### config.mk
export PLATFORM = sky130hd
export DESIGN_NAME = fetch_unit
export DESIGN_NICKNAME = d
export VERILOG_FILES = /design/src/rtl/fetch_unit.sv
export SDC_FILE = /design/constraint.sdc
export NUM_CORES = 1
export LEC_CHECK = 0
export ABC_AREA = 1
export BUFFER_PORTS_ARGS = -buffer_cell sky130_fd_sc_hd__buf_2
export CAP_MARGIN = 40
export CORE_UTILIZATION = 50
export CTS_CLUSTER_DIAMETER = 120
export DETAILED_ROUTE_END_ITERATION = 8
export HOLD_SLACK_MARGIN = 0.12
export PLACE_DENSITY = 0.79
export SLEW_MARGIN = 20
export SYNTH_ARGS = -nofsm -noshare
export SYNTH_HDL_FRONTEND = slang
export SYNTH_SLANG_ARGS = --single-unit
### constraint.sdc
create_clock -name clk -period 6.9 [get_ports clk]
set_input_delay 1.38 -clock clk [delete_from_list [all_inputs] [get_ports clk]]
set_output_delay 1.38 -clock clk [all_outputs]
set_load 0.02 [all_outputs]
### src/rtl/fetch_unit.sv
`default_nettype none
// ============================================================================
// Module   : fetch_unit
// Purpose  : Instruction fetch front end. Issues one request at a time to the
//            instruction memory, buffers returned words in a 2-entry FIFO of
//            {pc, instr} and presents the head entry to the decode stage.
//            A redirect flushes the FIFO and restarts fetch at redirect_pc. A
//            request that is still in flight when the redirect arrives is
//            completed and its data discarded.
// Ports    : clk          - clock, rising edge
//            rst_n        - synchronous active-low reset
//            imem_req     - instruction memory request
//            imem_addr    - request byte address (held until imem_ack)
//            imem_ack     - memory accepts request / returns data this cycle
//            imem_rdata   - instruction word returned with imem_ack
//            redirect     - restart fetch at redirect_pc
//            redirect_pc  - restart address
//            id_valid     - head instruction valid
//            id_ready     - decode consumes head entry
//            id_instr     - head instruction (NOP when empty)
//            id_opcode    - id_instr[6:0]
//            id_pc        - head instruction address (0 when empty)
// Revision : 1.0 - initial release
// ============================================================================
module fetch_unit #(
  parameter logic [31:0] RESET_PC = 32'h0000_0000
) (
  input  logic        clk,
  input  logic        rst_n,
  output logic        imem_req,
  output logic [31:0] imem_addr,
  input  logic        imem_ack,
  input  logic [31:0] imem_rdata,
  input  logic        redirect,
  input  logic [31:0] redirect_pc,
  output logic        id_valid,
  input  logic        id_ready,
  output logic [31:0] id_instr,
  output logic [6:0]  id_opcode,
  output logic [31:0] id_pc
);

  localparam logic [31:0] c_NOP   = 32'h0000_0013;  // addi x0,x0,0
  localparam logic [1:0]  c_DEPTH = 2'd2;

  typedef enum logic [1:0] {
    IDLE    = 2'd0,
    FETCH   = 2'd1,
    HOLD    = 2'd2,
    DISCARD = 2'd3
  } state_t;

  // --------------------------------------------------------------------------
  // State
  // --------------------------------------------------------------------------
  state_t      state_q, state_d;
  logic [31:0] req_addr_q, req_addr_d;
  logic [31:0] fetch_pc_q, fetch_pc_d;
  logic [1:0]  count_q, count_d;
  logic        wr_ptr_q, wr_ptr_d;
  logic        rd_ptr_q, rd_ptr_d;

  logic [31:0] fifo_pc_q    [2];
  logic [31:0] fifo_instr_q [2];

  // --------------------------------------------------------------------------
  // Combinational control
  // --------------------------------------------------------------------------
  logic        w_pop_raw;
  logic        w_push_raw;
  logic        w_push;
  logic        w_pop;
  logic        w_flush;
  logic [1:0]  w_count_after;
  logic [31:0] w_seq_pc;

  assign imem_req  = (state_q == FETCH) || (state_q == DISCARD);
  assign imem_addr = req_addr_q;

  assign id_valid  = (count_q != 2'd0);
  assign id_instr  = id_valid ? fifo_instr_q[rd_ptr_q] : c_NOP;
  assign id_pc     = id_valid ? fifo_pc_q[rd_ptr_q]    : 32'h0000_0000;
  assign id_opcode = id_instr[6:0];

  // Raw push/pop ignore redirect; they only decide whether the FIFO would
  // have room next cycle. The committed push/pop below are masked by flush.
  assign w_pop_raw     = id_valid && id_ready;
  assign w_push_raw    = (state_q == FETCH) && imem_ack;
  assign w_count_after = count_q + {1'b0, w_push_raw} - {1'b0, w_pop_raw};
  assign w_seq_pc      = req_addr_q + 32'd4;

  assign w_flush = redirect;
  assign w_push  = w_push_raw && !w_flush;
  assign w_pop   = w_pop_raw  && !w_flush;

  always_comb begin
    state_d    = state_q;
    req_addr_d = req_addr_q;
    fetch_pc_d = fetch_pc_q;

    unique case (state_q)
      IDLE: begin
        state_d    = FETCH;
        req_addr_d = fetch_pc_q;
      end
      FETCH: begin
        if (imem_ack) begin
          fetch_pc_d = w_seq_pc;
          if (w_count_after < c_DEPTH) begin
            state_d    = FETCH;
            req_addr_d = w_seq_pc;
          end else begin
            state_d = HOLD;
          end
        end
      end
      HOLD: begin
        if (w_count_after < c_DEPTH) begin
          state_d    = FETCH;
          req_addr_d = fetch_pc_q;
        end
      end
      DISCARD: begin
        if (imem_ack) begin
          state_d    = FETCH;
          req_addr_d = fetch_pc_q;
        end
      end
      default: begin
        state_d = IDLE;
      end
    endcase

    // Redirect overrides everything above. An un-acked request must still be
    // completed (address held), so it moves to DISCARD; otherwise the bus is
    // free and fetch restarts immediately at redirect_pc.
    if (redirect) begin
      fetch_pc_d = redirect_pc;
      if (imem_req && !imem_ack) begin
        state_d    = DISCARD;
        req_addr_d = req_addr_q;
      end else begin
        state_d    = FETCH;
        req_addr_d = redirect_pc;
      end
    end
  end

  // --------------------------------------------------------------------------
  // FIFO pointer / occupancy next-state
  // --------------------------------------------------------------------------
  always_comb begin
    count_d  = count_q;
    wr_ptr_d = wr_ptr_q;
    rd_ptr_d = rd_ptr_q;
    if (w_flush) begin
      count_d  = 2'd0;
      wr_ptr_d = 1'b0;
      rd_ptr_d = 1'b0;
    end else begin
      count_d = count_q + {1'b0, w_push} - {1'b0, w_pop};
      if (w_push) begin
        wr_ptr_d = ~wr_ptr_q;
      end
      if (w_pop) begin
        rd_ptr_d = ~rd_ptr_q;
      end
    end
  end

  // --------------------------------------------------------------------------
  // Registers
  // --------------------------------------------------------------------------
  always_ff @(posedge clk) begin
    if (!rst_n) begin
      state_q    <= IDLE;
      req_addr_q <= RESET_PC;
      fetch_pc_q <= RESET_PC;
      count_q    <= 2'd0;
      wr_ptr_q   <= 1'b0;
      rd_ptr_q   <= 1'b0;
    end else begin
      state_q    <= state_d;
      req_addr_q <= req_addr_d;
      fetch_pc_q <= fetch_pc_d;
      count_q    <= count_d;
      wr_ptr_q   <= wr_ptr_d;
      rd_ptr_q   <= rd_ptr_d;
    end
  end

  // Storage needs no reset: entries are only visible while count_q != 0.
  // A push during reset is suppressed so no stale write lands in the array.
  always_ff @(posedge clk) begin
    if (rst_n && w_push) begin
      fifo_pc_q[wr_ptr_q]    <= req_addr_q;
      fifo_instr_q[wr_ptr_q] <= imem_rdata;
    end
  end

endmodule
`default_nettype wire
**Word level (Yosys, flattened, before mapping)**

Memories as Yosys holds them, arrays and structs flattened. A register that Yosys moved wholly into a read port is not among the register bits.
Index checks and enable logic that the tools add are counted.

- Flip-flop bits (word level): 70
- Bits in writable memories: 128
- Output and inout port bits: 105
- Word-level logic and storage cells: 67
- Memories kept: 2

Memories:

| name | words | bits a word | read ports | clocked after Yosys merged registers in | write ports | RTL line | source |
|---|---|---|---|---|---|---|---|
| fifo_instr_q | 2 | 32 | 1 | 1 | 1 | 64 | `logic [31:0] fifo_instr_q [2];` |
| fifo_pc_q | 2 | 32 | 1 | 1 | 1 | 63 | `logic [31:0] fifo_pc_q [2];` |

- Add/subtract/negate cells: 5
- Magnitude comparators: 1
- Equality and inequality tests: 8
- Mux-type cells: 25
- Bitwise logic cells: 3
- Reductions and logical operators: 17

Operator list:

| cell | number |
|---|---|
| 32-bit two-way mux | 11 |
| 32-bit case mux with 4 select lines | 1 |
| 32-bit by 3-bit adder with 32-bit output, second input constant | 1 |
| 2-bit two-way mux | 6 |
| 3-bit != test, second input constant | 3 |
| 2-bit case mux with 4 select lines | 1 |
| 1-bit logical AND | 6 |
| 1-bit two-way mux | 6 |
| 2-bit nonzero test | 3 |
| 5-bit AND reduction | 1 |
| 2-bit by 1-bit adder with 2-bit output | 2 |
| 2-bit equality test, second input constant | 2 |
| 2-bit by 1-bit subtractor with 2-bit output | 2 |
| 3-bit by 2-bit != test with 1-bit output, second input constant | 1 |
| 1-bit NOT | 3 |
| 3-bit AND reduction | 1 |
| 2-bit by 1-bit equality test with 1-bit output, second input constant | 1 |
| 1-bit logical NOT | 2 |
| 2-bit logical NOT | 1 |
| 2-bit < comparator, second input constant | 1 |
| 2-bit != test, second input constant | 1 |
| 2-bit AND reduction | 1 |
| 2-bit OR reduction | 1 |
| 1-bit logical OR | 1 |

**Logic depth before layout (Yosys ltp)**

- Depth in word-level cells: 9
- Mapped depth: 15
- Depth with buffers taken out: 13

**Worst setup path after synthesis**

OpenSTA, ideal clock, no wires.

- Path kind: input port to flip-flop
- Start: input rst_n
- End: memory fifo_instr_q[1][0], enable pin
- Library setup time: 0.565 ns
- Arrival time: 6.259 ns
- Path slack: 0.076 ns
- Stages: 5
- Cell sequence: clkbuf_1 -> inv_1 -> nor2_1 -> inv_1 -> nor3_1

- Longest elaborated chain between the ends: 3

RTL lines:

| element | RTL line | source |
|---|---|---|
| start, declared | 29 | `input logic rst_n,` |
| 1-bit logical AND | 195 | `if (rst_n && w_push) begin` |
| 1-bit two-way mux | 195 |  |
| 1-bit two-way mux (not written as such) | 197 | `fifo_instr_q[wr_ptr_q] <= imem_rdata;` |
| end, declared | 64 |  |

Every way passes these cells.

==> flow_summary.yaml <==
clock_network:
  cts_tree: "yes"
  cts_sinks: 199
  h-tree-depth: 4
  root_buffer: "clkbuf_16"
  cts_buffer_depth: 2
  cts_setup_buffers: 0
  numCtsBuffers: 17
  cts.repair.resized: 0
  clk_pin_slew_ns: 0.07
  clkLatencyLatePin_ns: 0.44
  hold_buffers: 0
critical_path:
  crit_type: "flop to primary output"
  end_kind: "primary output"
  cp_max_fo: 65
  required_ns: 5.52
  start_kind: "flop"
  worstPathArrival_ns: 2.39
timing:
  clock_skew_ns: 0.01270
  tightest_slew_ns: 0.8816
  drv_slew: 0
  rsz0062_at_grt: "no"
  period_minus_slack_ns: 3.772
  tns_ns: 0
  setup_viol: 0
  max_freq_mhz: 265.1
  fin_crit_sh: 0.5467
  hold_viol: 0
  relSlewSlack: 0.4117
flow_run:
  cap_violations: 0
finish:
  fin_cells: 1446
  area_growth_pct: 18.19
  fin_nets: 1281
  antenna_cells: 0
  drive_gt1_frac: 0.1949
grt:
  grt.overflow.total: 0
  grt_max_degree: 66
  antenna_found_initial: 0
  grtUsageTotal: 0.2469
  grt_pass1_vias: 6910
  grt_pass1_wl_um: 35000
drt:
  viasPerCell: 5.441
  finalWirelength_um: 23370
  routed.top_layer: "met4"
  wl_met3_um: 2335
  drc_errors: 0
  wl_met1_um: 10000
  avgRoutedWirePerCell_um: 16.16
  drt-initial-drc-count: 718
  num_vias: 7867
  ant_nets: 0
  route.met2.wl_um: 10760
  drtPass1Iterations: 6
pwr:
  max-vdd-ir-drop_mv: 0.1946
  p_leak_nw: 4.574
  report.power.total_w: 0.002617
  p_per_area_nw_per_um2: 243.3
placement:
  place_congestion: 0.8928
  dp_cells: 1411
  hpwl_um: 15750
  portBuffers: 173
floorplanning:
  core-area_um2: 17540
  die_w_um: 136.9
  dieArea_um2: 18750
  die_h_um: 136.9
  initial_utilization: 0.5190
  io_pins: 174
  rows: 48
min_path:
  hold_class: "flop to flop"
synthesis:
  syn_avg_cell_area_um2: 8.603
  synth-edff-count: 128
  synth_seq_cells: 199
  yosysWarningCount: 0
  netlist.area_leader.share: 0.4223
  netlist_top_cells_count: "nand2_1 (358), edfxtp_1 (128), a21oi_1 (102), nor2_1 (93), inv_1 (87)"
  syn_nets: 1131
  syn_inst: 1058
  synth_area_leader_cell: "edfxtp_1"
  synthFlopType: "edfxtp_1"
  syn-cell-area_um2: 9102
  netlist-cell-type-count: 34
  yosysMostFrequentCell: "nand2_1"
  ys_top_cells_by_area: "edfxtp_1 (42%), dfxtp_1 (16%), nand2_1 (15%)"
  yosysSeqAreaShare: 0.5784
  async_reset_ff_frac: 0
outcome:
  status: "finished clean"
flip-flops by register name (all words and copies together) (netlist names), named ones only:
register / flops
imem_addr: 32
count_q: 2
state_q: 2
rd_ptr_q: 1
fifo_pc_q: 64
fetch_pc_q: 32
wr_ptr_q: 1
fifo_instr_q: 64
worst max-delay path, stage by stage, from the launching register on:
cell and delay [ns]:
dfxtp_2 0.31, buf_4 0.54, inv_2 0.44, buf_12 0.29
nand2_1 0.07, a21oi_1 0.07, buf_2 0.20
placed cells by master (no fill, tap or decap), drive strengths merged, types with 2 or more instances in the layout:
| master | count |
|---|---|
| buf | 185 |
| o211ai | 3 |
| edfxtp | 128 |
| a21oi | 103 |
| inv | 99 |
| nor3 | 4 |
| nand2 | 361 |
| xor2 | 10 |
| nand3 | 52 |
| ha | 4 |
| o21bai | 4 |
| xnor2 | 3 |
| clkbuf | 17 |
| or2 | 2 |
| and2 | 2 |
| clkinv | 2 |
| a31oi | 10 |
| nor2 | 101 |
| nand4 | 6 |
| bufinv | 2 |
| dfxtp | 71 |
| o21ai | 38 |
| o221ai | 4 |
| a22o | 7 |
metrics by stage:
step / util / area (um2) / hold WS (ns) / worst slack (ns)
global route: 0.6134 / 10760 / 0.5061 / 2.992
finish: 0.6134 / 10760 / 0.4793 / 3.128
CTS: 0.6100 / 10700 / 0.4759 / 2.928
floorplan: - / 9102 / 0.4411 / 0.07640
global placement: 0.5728 / 10050 / 0.4591 / 2.348
detailed placement: 0.5756 / 10090 / 0.4665 / 2.533
area by class of cell:
type / count / area, um2
fill: 1497 / 6779
timing repair buffer: 185 / 1026
multi-input combinational: 716 / 3246
clock buffer: 17 / 425.4
sequential: 199 / 5266
clock inverter: 15 / 178.9
tap: 225 / 281.5
inverter: 89 / 334.1
cells by family (layout without fill, tap and decap cells):
family / count (synthesis) / in the layout / share of synthesized area
xor gates and xnor gates: 13 / 13 / 0.01251
AOI/OAI and AO/OA: 170 / 170 / 0.1019
DFF: 199 / 199 / 0.5784
adders and majority gates: 4 / 4 / 0.005499
buffers and inverters: 143 / 306 / 0.06722
and+or+nand+nor: 529 / 529 / 0.2345
final timing paths:
kind,endpoint,cells after the start,slack (ns),from
setup / recovery,id_instr[23],6,3.13,flop
hold / removal,wr_ptr_q,2,0.48,wr_ptr_q
setup reg to reg,imem_addr[10],13,3.57,count_q[1]
hold reg to reg,wr_ptr_q,2,0.48,wr_ptr_q
per-layer routing:
layer  track usage  vias to the layer above
li1              -                     3777
met1        0.3331                     3646
met2        0.3976                      419
met3       0.05481                       25
met4       0.07265                        0
met5             0                        -
power breakdown:
part	switching [W]	total, W	leakage (nW)	internal [W]
Clock	0.000472	0.00102	0.297	0.000551
Combinational	0.000161	0.000242	2.52	0.0000814
Sequential	0.0000459	0.00135	1.75	0.00131
Power figures use the tool's default switching activity.
